$ cat config.mk
export PLATFORM = sky130hd
export DESIGN_NAME = uart_byte_packer_mm_writer
export DESIGN_NICKNAME = d
export VERILOG_FILES = /design/src/rtl/uart_byte_packer_mm_writer.sv
export SDC_FILE = /design/constraint.sdc
export NUM_CORES = 1
export LEC_CHECK = 0
export ABC_AREA = 1
export BUFFER_PORTS_ARGS = -buffer_cell sky130_fd_sc_hd__buf_2
export CAP_MARGIN = 15
export CORE_MARGIN = 2
export CORE_UTILIZATION = 50
export CTS_BUF_LIST = sky130_fd_sc_hd__clkbuf_8 sky130_fd_sc_hd__clkbuf_16
export DETAILED_ROUTE_END_ITERATION = 10
export GPL_TIMING_DRIVEN = 0
export PLACE_DENSITY = 0.72
export SETUP_SLACK_MARGIN = 0.5
export SKIP_CTS_REPAIR_TIMING = 1
export SYNTH_ARGS = -nofsm -noshare
export SYNTH_HDL_FRONTEND = slang
export SYNTH_SLANG_ARGS = --single-unit
$ cat constraint.sdc
create_clock -name clk -period 5.4 [get_ports clk]
set_input_delay 0.54 -clock clk [delete_from_list [all_inputs] [get_ports clk]]
set_output_delay 0.54 -clock clk [all_outputs]
set_load 0.005 [all_outputs]
$ cat src/rtl/uart_byte_packer_mm_writer.sv
// Packs UART RX bytes little-endian into 32-bit words and writes them as an
// Avalon-MM master into a circular word buffer, flushing partial words on demand/idle.
module uart_byte_packer_mm_writer #(
  parameter int unsigned BASE_WORD    = 0,
  parameter int unsigned DEPTH_WORDS  = 17740,
  parameter int unsigned IDLE_TIMEOUT = 1024
) (
  input  logic        clk,
  input  logic        reset_n,
  input  logic [7:0]  in_data,
  input  logic        in_valid,
  output logic        in_ready,
  input  logic        flush_req,
  input  logic        clr,
  output logic [14:0] avm_address,
  output logic [3:0]  avm_byteenable,
  output logic        avm_chipselect,
  output logic        avm_write,
  output logic [31:0] avm_writedata,
  input  logic        avm_waitrequest,
  output logic [14:0] wr_ptr,
  output logic        wrapped
);

  localparam int unsigned AW = 15;
  localparam int unsigned IW = $clog2(IDLE_TIMEOUT + 1);
  localparam logic [AW-1:0] BASE_ADDR = AW'(BASE_WORD);
  localparam logic [AW-1:0] LAST_ADDR = AW'(BASE_WORD + DEPTH_WORDS - 1);
  localparam logic [IW-1:0] IDLE_MAX  = IW'(IDLE_TIMEOUT);

  localparam logic [0:0] S_FILL  = 1'b0;
  localparam logic [0:0] S_WRITE = 1'b1;

  logic [0:0]    state_q, state_d;
  logic [2:0]    count_q, count_d;
  logic [IW-1:0] idle_q, idle_d;
  logic [31:0]   pack_q, pack_d;
  logic          clr_pend_q, clr_pend_d;
  logic          in_ready_d, avm_write_d;
  logic [3:0]    be_d;
  logic [31:0]   wdata_d;
  logic [AW-1:0] ptr_d;
  logic          wrapped_d;
  logic          accept;
  logic [2:0]    cnt_new;
  logic          go_write;

  // State register and registered outputs
  always_ff @(posedge clk or negedge reset_n) begin
    if (!reset_n) begin
      state_q        <= S_FILL;
      count_q        <= 3'd0;
      idle_q         <= '0;
      pack_q         <= 32'd0;
      clr_pend_q     <= 1'b0;
      in_ready       <= 1'b1;
      avm_write      <= 1'b0;
      avm_chipselect <= 1'b0;
      avm_byteenable <= 4'd0;
      avm_writedata  <= 32'd0;
      avm_address    <= BASE_ADDR;
      wr_ptr         <= BASE_ADDR;
      wrapped        <= 1'b0;
    end else begin
      state_q        <= state_d;
      count_q        <= count_d;
      idle_q         <= idle_d;
      pack_q         <= pack_d;
      clr_pend_q     <= clr_pend_d;
      in_ready       <= in_ready_d;
      avm_write      <= avm_write_d;
      avm_chipselect <= avm_write_d;
      avm_byteenable <= be_d;
      avm_writedata  <= wdata_d;
      avm_address    <= ptr_d;
      wr_ptr         <= ptr_d;
      wrapped        <= wrapped_d;
    end
  end

  // Next-state and output logic
  always_comb begin
    state_d     = state_q;
    count_d     = count_q;
    idle_d      = idle_q;
    pack_d      = pack_q;
    clr_pend_d  = clr_pend_q;
    in_ready_d  = in_ready;
    avm_write_d = avm_write;
    be_d        = avm_byteenable;
    wdata_d     = avm_writedata;
    ptr_d       = wr_ptr;
    wrapped_d   = wrapped;
    accept      = 1'b0;
    cnt_new     = count_q;
    go_write    = 1'b0;

    if (state_q == S_FILL) begin
      if (clr) begin
        ptr_d     = BASE_ADDR;
        wrapped_d = 1'b0;
        count_d   = 3'd0;
        idle_d    = '0;
        pack_d    = 32'd0;
      end else begin
        accept  = in_valid && in_ready;
        cnt_new = count_q + 3'(accept);
        if (accept) pack_d[{count_q[1:0], 3'b000} +: 8] = in_data;
        count_d = cnt_new;
        if (accept || count_q == 3'd0) idle_d = '0;
        else if (idle_q != IDLE_MAX)   idle_d = idle_q + IW'(1);
        // A 4th byte always produces a full word; flush/timeout only adds partial words
        if (cnt_new == 3'd4) begin
          go_write = 1'b1;
          be_d     = 4'b1111;
        end else if (cnt_new != 3'd0 && (flush_req || idle_q == IDLE_MAX)) begin
          go_write = 1'b1;
          case (cnt_new)
            3'd1:    be_d = 4'b0001;
            3'd2:    be_d = 4'b0011;
            default: be_d = 4'b0111;
          endcase
        end
        if (go_write) begin
          state_d     = S_WRITE;
          avm_write_d = 1'b1;
          wdata_d     = pack_d;
          in_ready_d  = 1'b0;
        end
      end
    end else begin
      if (clr) clr_pend_d = 1'b1;
      if (!avm_waitrequest) begin
        state_d     = S_FILL;
        avm_write_d = 1'b0;
        be_d        = 4'd0;
        wdata_d     = 32'd0;
        count_d     = 3'd0;
        idle_d      = '0;
        pack_d      = 32'd0;
        in_ready_d  = 1'b1;
        clr_pend_d  = 1'b0;
        // A clear seen during the write replaces the pointer advance
        if (clr || clr_pend_q) begin
          ptr_d     = BASE_ADDR;
          wrapped_d = 1'b0;
        end else if (wr_ptr == LAST_ADDR) begin
          ptr_d     = BASE_ADDR;
          wrapped_d = 1'b1;
        end else begin
          ptr_d = wr_ptr + AW'(1);
        end
      end
    end
  end

endmodule

==> run_results.csv, run 1 <==
group,metric,value,unit
run_status,outcome,"finished clean",
global_routing,antenna_found_initial,0,
place,hpwl,10.4,mm
cts,clk_latency,0.38,ns
route,num_vias,5078,
route,antenna_left,0,
synth,synth_cells,711,
setup_path,cp_data_arrival_time,2.69,ns
final_layout,diodes,0,
floorplanning,die_w,109,um
final_layout,fin_nets,829,
sta,drv_slew,0,
setup_path,rrSetupSlack,3.03,ns
sta,slew_headroom,62.7,%
floorplanning,start_util,51.1,%
cts,cts_root_buffer,"clkbuf_8",
pwr,p_per_area,322,mW/mm2
sta,whs,0.0978,ns
setup_path,required,5.71,ns
final_layout,drive_above_1_share,20.3,%
sta,fmax,421,MHz
setup_path,crit_fanout,12,
cts,clockBufferDepth,2,
synth,syn-num-nets,734,
pwr,p_leak,3.43,nW
cts,clk_pin_slew_worst_paths,0.09,ns
place,gp_congestion,0.944,
synth,synthesis.area,0.00552,mm2
global_routing,grt_pass1_wl,22.9,mm
setup_path,cp-start-kind,"register",
sta,period_needed,2.37,ns
synth,seq_area_frac_synth,46.3,%
route,drc,0,
global_routing,grt_max_degree,72,
floorplanning,die-area,0.0119,mm2
sta,hold_viol_final,0,
cts,cts_made_buffers,9,
setup_path,end_kind,"register",
route,drt-initial-drc-count,325,
floorplanning,die_h,109,um
sta,rsz0062_at_grt,"false",
cts,clock-sinks,102,
final_layout,n_fill_cell,977,
synth,synth.yosys.warnings,0,
synth,synth_seq_cells,102,
sta,worst_pin_slew,0.558,ns
setup_path,worst_r2r_startpoint,"count_q[0]$_DFFE_PN0P_",
setup_path,crit_type,"reg2reg",
cts,htree_levels,3,
route,vias_per_cell,5.34,
route,drt_first_pass_iters,5,
floorplanning,rows,38,
route,wl_per_cell,14.4,um
setup_path,reg2regPathDepth,10,
pwr,vdd_drop_max,0.000238,V
sta,setup_tns,0,ns
worst_hold_path,min_path_type,"in2async",
sta,period_share,44.0,%
route,routed_wl,13.7,mm
final_layout,final_common_cell,"nand2_1",
floorplanning,coreArea,0.0108,mm2
cts,cts_tree,"done",
sta,finalSetupViolations,0,
setup_path,crit_start,"count_q[0]$_DFFE_PN0P_",
place,port_buffers,83,
final_layout,area_growth,14.7,%
global_routing,grt_overflow,0,
global_routing,grt_pass1_vias,4888,
synth,synth.distinct_cells,33,
global_routing,grt_use_total,24.6,%
sta,fin_skew,0.0140,ns
job,maxCapViolCount,0,
synth,syn-mean-instance-area,7.76,um2
final_layout,layout_common_cells,"nand2_1, nand3_1, dfrtp_1",
setup_path,reg2reg_to,"avm_writedata[14]$_DFFE_PN0P_",
floorplanning,io_pins,84,
[flip-flops by register name, summed over array words and instances, names as in the netlist]
signal / flops
clr_pend_q: 1
wr_ptr: 15
avm_write: 1
in_ready: 1
avm_byteenable: 4
idle_q: 11
count_q: 3
wrapped: 1
state_q: 1
pack_q: 32
avm_writedata: 32
[layout make-up]
cell class	count	area (um2)	area share, %
repair buffers	84	445	7.04
multi-input cells	503	2450	38.7
plain buffers	46	290	4.59
flip-flops and latches	102	2550	40.4
well taps	140	175	2.77
inverters	60	225	3.56
clock buffers	9	124	1.96
clock inverters	7	66.3	1.05
[metal layers]
layer  vias up  routed length (um)  GRT usage, %  part of all wire (%)
met3        26                 644          5.74                   4.7
met2       127                6610          41.3                    48
met5         -                   0             0                     0
li1       2498                   -             -                     -
met1      2427                6120          31.2                    45
met4         0                 308          7.97                   2.3
[critical path, stage by stage (launching register included)]
cell and delay (ns):
dfrtp_1 0.41, inv_1 0.08, buf_2 0.18, buf_2 0.20, ha_1 0.38, clkinv_1 0.28
nor2_4 0.29, nand2_1 0.10, a21oi_1 0.20, nand3_1 0.12, nand2_1 0.07
[report_power, final]
part	switching (W)	internal [W]
logic	0.000465	0.000209
clock network	0.000269	0.000211
registers	0.0000460	0.000840
[synth_stat cells]
| library cell | instances | area share [%] |
|---|---|---|
| nand2_1 | 178 | 12 |
| nand3_1 | 105 | 9.5 |
| dfrtp_1 | 101 | 46 |
| nor2_1 | 71 | 4.8 |
| inv_1 | 55 | 3.7 |
| o21ai_0 | 46 | 4.2 |
| buf_4 | 19 | 2.6 |
| a21oi_1 | 18 | 1.6 |
| a21o_1 | 16 | 2.2 |
| buf_2 | 13 | 1.2 |
| nand4_1 | 12 | 1.4 |
| nand2_2 | 11 | 1.2 |
| ha_1 | 9 | 2.0 |
| clkbuf_1 | 8 | 0.54 |
| o21ai_1 | 7 | 0.63 |
| xor2_1 | 6 | 0.95 |
| buf_6 | 4 | 0.82 |
| inv_2 | 4 | 0.27 |
| nor2_4 | 4 | 0.82 |
| o22ai_2 | 4 | 0.91 |
| nor2_2 | 3 | 0.34 |
| nor3_1 | 3 | 0.27 |
| o22ai_1 | 3 | 0.34 |
| buf_1 | 2 | 0.14 |
| a31oi_1 | 1 | 0.11 |
| and3_1 | 1 | 0.11 |
| and3b_1 | 1 | 0.16 |
| clkinv_1 | 1 | 0.068 |
| dfstp_2 | 1 | 0.48 |
| nand2_4 | 1 | 0.20 |
| nand3_2 | 1 | 0.18 |
| o21bai_1 | 1 | 0.14 |
| or2_2 | 1 | 0.11 |
[cells by family (layout without fill, tap and decap cells)]
group           Yosys count  in the layout  share of synthesized area [%]
compound gates           96             96                           10.1
xor+xnor                  6              6                          0.952
fa+ha+maj                 9              9                           2.04
buf+inv                 106            206                           9.34
flops                   102            102                           46.3
simple gates            392            392                           31.3
[per-stage QoR]
| stage | instances | util [%] | instance area (um2) | setup slack, ns | total power (W) |
|---|---|---|---|---|---|
| floorplan | 711 | - | 5520 | 3.42 | 0.00136 |
| global placement | 934 | 56.6 | 6110 | 2.72 | 0.00155 |
| detailed placement | 935 | 56.9 | 6140 | 3.07 | 0.00157 |
| CTS | 951 | 58.6 | 6330 | 3.04 | 0.00205 |
| global route | 951 | 58.6 | 6330 | 2.80 | 0.00218 |
| finish | 951 | 58.6 | 6330 | 3.03 | 0.00204 |
[how the worst max path moves through the flow]
stage                                                to  slack [ns]  cells after the start
after floorplan           avm_writedata[12]$_DFFE_PN0P_        3.42                     10
after global placement    avm_writedata[14]$_DFFE_PN0P_        2.72                      1
after detailed placement   avm_writedata[9]$_DFFE_PN0P_        3.07                     10
after CTS                 avm_writedata[14]$_DFFE_PN0P_        3.04                     10
after global routing      avm_writedata[22]$_DFFE_PN0P_        2.80                     12
final                     avm_writedata[14]$_DFFE_PN0P_        3.03                     10
Power figures use the tool's default switching activity.
==> run 2: changes to the inputs <==
- ABC_AREA: 1 -> 0
- clock period: 5.4 -> 2.3 ns (I/O delays scaled with it)
==> run 2 against run 1 <==
The flow now finishes with violations (negative setup slack). Sequential share of layout area is 0.90 points higher. Final cell count decreased by 23%. Largest power group unchanged. Clock skew is 0.0039 ns lower. Highest routed layer unchanged. Register-to-register slack got worse by 3.1 ns. Synthesized cell count fell by 33%. Clock power rose to 2.6 times the previous value. Hold slack better by 0.11 ns.
==> run_results.csv, run 2 <==
group,metric,value,unit
sta,period_needed,2.37,ns
cts,clk_latency,0.38,ns
synth,seq_area_frac_synth,52.0,%
setup_path,end_kind,"register",
place,post-place-ws,-0.213,ns
floorplanning,start_util,50.9,%
synth,synth_cells,477,
route,routed_wl,12.1,mm
sta,worst_slack,-0.0653,ns
final_layout,seqCellArea,0.00256,mm2
setup_path,critPathMaxStageDelay,0.61,ns
final_layout,design_area,0.00621,mm2
setup_path,reg2regPathDepth,9,
sta,period_share,103,%
global_routing,grt_pass1_wl,18.7,mm
sta,worst_pin_slew,0.769,ns
cts,clk_pin_slew_worst_paths,0.09,ns
setup_path,rrSetupSlack,-0.07,ns
floorplanning,rows,36,
route,vias_per_cell,5.54,
setup_path,crit_type,"reg2reg",
setup_path,worst_r2r_startpoint,"in_ready$_DFFE_PN1P_",
setup_path,reg2reg_to,"avm_writedata[9]$_DFFE_PN0P_",
final_layout,diodes,0,
synth,yosys.area.top_type,"dfrtp_1",
synth,synth.yosys.warnings,0,
global_routing,grt_use_total,22.7,%
synth,synthesis.area,0.00491,mm2
run_status,outcome,"finished, violations left",
sta,fmax,423,MHz
route,drc,0,
setup_path,required,2.56,ns
place,hpwl,8.27,mm
final_layout,final_common_cell,"dfrtp_1",
final_layout,layout_common_cells,"dfrtp_1, buf_2, nor2_1",
route,drt-initial-drc-count,215,
final_layout,multi_input_area,0.00230,mm2
worst_hold_path,min_path_type,"in2reg",
setup_path,cp_data_arrival_time,2.63,ns
floorplanning,die_w,103,um
route,antenna_left,0,
synth,syn-num-nets,500,
synth,synth_common_cells,"dfrtp_1, nor2_1, nand2_1, a21o_1, a22o_1",
pwr,vdd_drop_max,0.000527,V
cts,cts_root_buffer,"clkbuf_8",
floorplanning,coreArea,0.00964,mm2
floorplanning,io_pins,84,
pwr,p_leak,3.23,nW
route,drt_first_pass_iters,4,
setup_path,crit_fanout,10,
synth,synth-async-reset-ratio,100,%
cts,cts_made_buffers,9,
setup_path,cpLargestDelayFamily,"flip-flops",
place,port_buffers,83,
setup_path,path_common_cell,"buf_6",
sta,finalSetupViolations,31,
synth,yosysMostFrequentCell,"dfrtp_1",
pwr,p_per_area,863,mW/mm2
global_routing,grt_pass1_vias,3752,
floorplanning,die_h,103,um
sta,drv_slew,0,
final_layout,fin_nets,614,
run_status,failed_checks,"negative setup slack",
job,maxCapViolCount,0,
setup_path,path_depth,9,
global_routing,grt_overflow,0,
cts,clockBufferDepth,2,
final_layout,n_fill_cell,803,
synth,synth.distinct_cells,50,
setup_path,path_cells,"and3_4, ha_4, nor2b_2, a21oi_4, mux2i_4, a21o_1, buf_6, buf_6, a22o_1",
synth,synth_seq_cells,102,
final_layout,drive_above_1_share,35.8,%
synth,yosysTopAreaCellShare,51.5,%
setup_path,critPathCapture,"avm_writedata[9]$_DFFE_PN0P_",
sta,fin_skew,0.0101,ns
final_layout,area_growth,26.5,%
final_layout,reg.largest.list,"avm_writedata x32, pack_q x32, wr_ptr x15",
sta,slew_headroom,48.7,%
place,placed_cell_area,0.00557,mm2
synth,synth-main-ff-cell,"dfrtp_1",
setup_path,crit_start,"in_ready$_DFFE_PN1P_",
cts,cts_tree,"done",
setup_path,cp-start-kind,"register",
synth,synthTopCellsByArea,"dfrtp_1, a22o_1, a21o_1",
synth,synth-edff-count,0,
place,gp_congestion,0.874,
global_routing,grt_max_degree,61,
cts,clock-sinks,102,
pwr,power.total,0.00536,W
cts,htree_levels,3,
route,wl_per_cell,16.7,um
setup_path,crit_slowest_cell,"dfstp_2",
sta,whs,0.210,ns
synth,syn-mean-instance-area,10.3,um2
sta,rsz0062_at_grt,"true",
floorplanning,die-area,0.0106,mm2
route,num_vias,4031,
global_routing,antenna_found_initial,0,
sta,hold_viol_final,0,
setup_path,crit_buf_inv,2,
-- run 2: cell count changes after synthesis, moves of 17 or more --
cell,before,now
a21o_1,16,33
o21ai_0,46,4
a22o_1,0,32
nand3_1,105,20
inv_1,55,11
a22oi_1,0,24
nand2_1,178,39
nor2_1,71,53
-- run 2: tightest hold or removal path: stages --
cell and delay, ns:
buf_2 0.15, a31oi_1 0.09, o21ai_1 0.07
-- run 2: worst min path at each step --
stage | from | end | slack [ns] | cells past startpoint
final | clr | avm_byteenable[1]$_DFFE_PN0P_ | 0.21 | 3
after global routing | clr | clr_pend_q$_DFFE_PN0P_ | 0.24 | 3
after CTS | reset_n | wr_ptr[14]$_DFFE_PN0P_ | -0.06 | 1
after detailed placement | reset_n | wr_ptr[14]$_DFFE_PN0P_ | 0.36 | 1
after global placement | pack_q[6]$_DFFE_PN0P_ | pack_q[6]$_DFFE_PN0P_ | 0.46 | 1
after floorplan | reset_n | avm_byteenable[0]$_DFFE_PN0P_ | -0.07 | 0
-- run 2: per-stage QoR --
step           std cells  setup TNS, ns  utilization, %
3_5_place_dp         694          -3.82            57.8
6_report             728          -1.55            64.4
5_1_grt              728          -3.51            64.4
2_1_floorplan        477              0               -
4_1_cts              709          -4.31            60.1
3_3_place_gp         693          -9.46            57.6
-- run 2: cell type report --
class | instances | area share [%]
timing repair buffer | 103 | 9.53
multi-input combinational | 323 | 37.0
clock buffer | 9 | 2.00
sequential | 102 | 41.3
clock inverter | 6 | 1.53
buffer | 41 | 5.26
tap | 133 | 2.68
inverter | 11 | 0.726
-- run 2: per-layer routing --
layer	track usage (%)	vias to the layer above	part of all wire (%)
li1	-	1917	-
met1	32.7	1993	46
met3	3.66	13	4.6
met2	35.9	108	48
met4	6.07	0	1.3
met5	0	-	0
-- run 2: logic make-up (layout without fill, tap and decap cells) --
group	Yosys count	count (layout)	share of synthesized area [%]
XOR/XNOR	17	17	3.03
buffers and inverters	52	170	6.04
adder cells (fa/ha/maj)	9	9	2.29
flip-flops	102	102	52.0
multiplexers	2	2	0.663
AO/OA/AOI/OAI	129	129	19.4
AND/OR/NAND/NOR	166	166	16.5
-- run 2: report_power, final --
part / switching, W / internal, W
combinational: 0.00114 / 0.000858
sequential: 0.000128 / 0.00198
clock: 0.000641 / 0.000618
total: 0.00191 / 0.00345
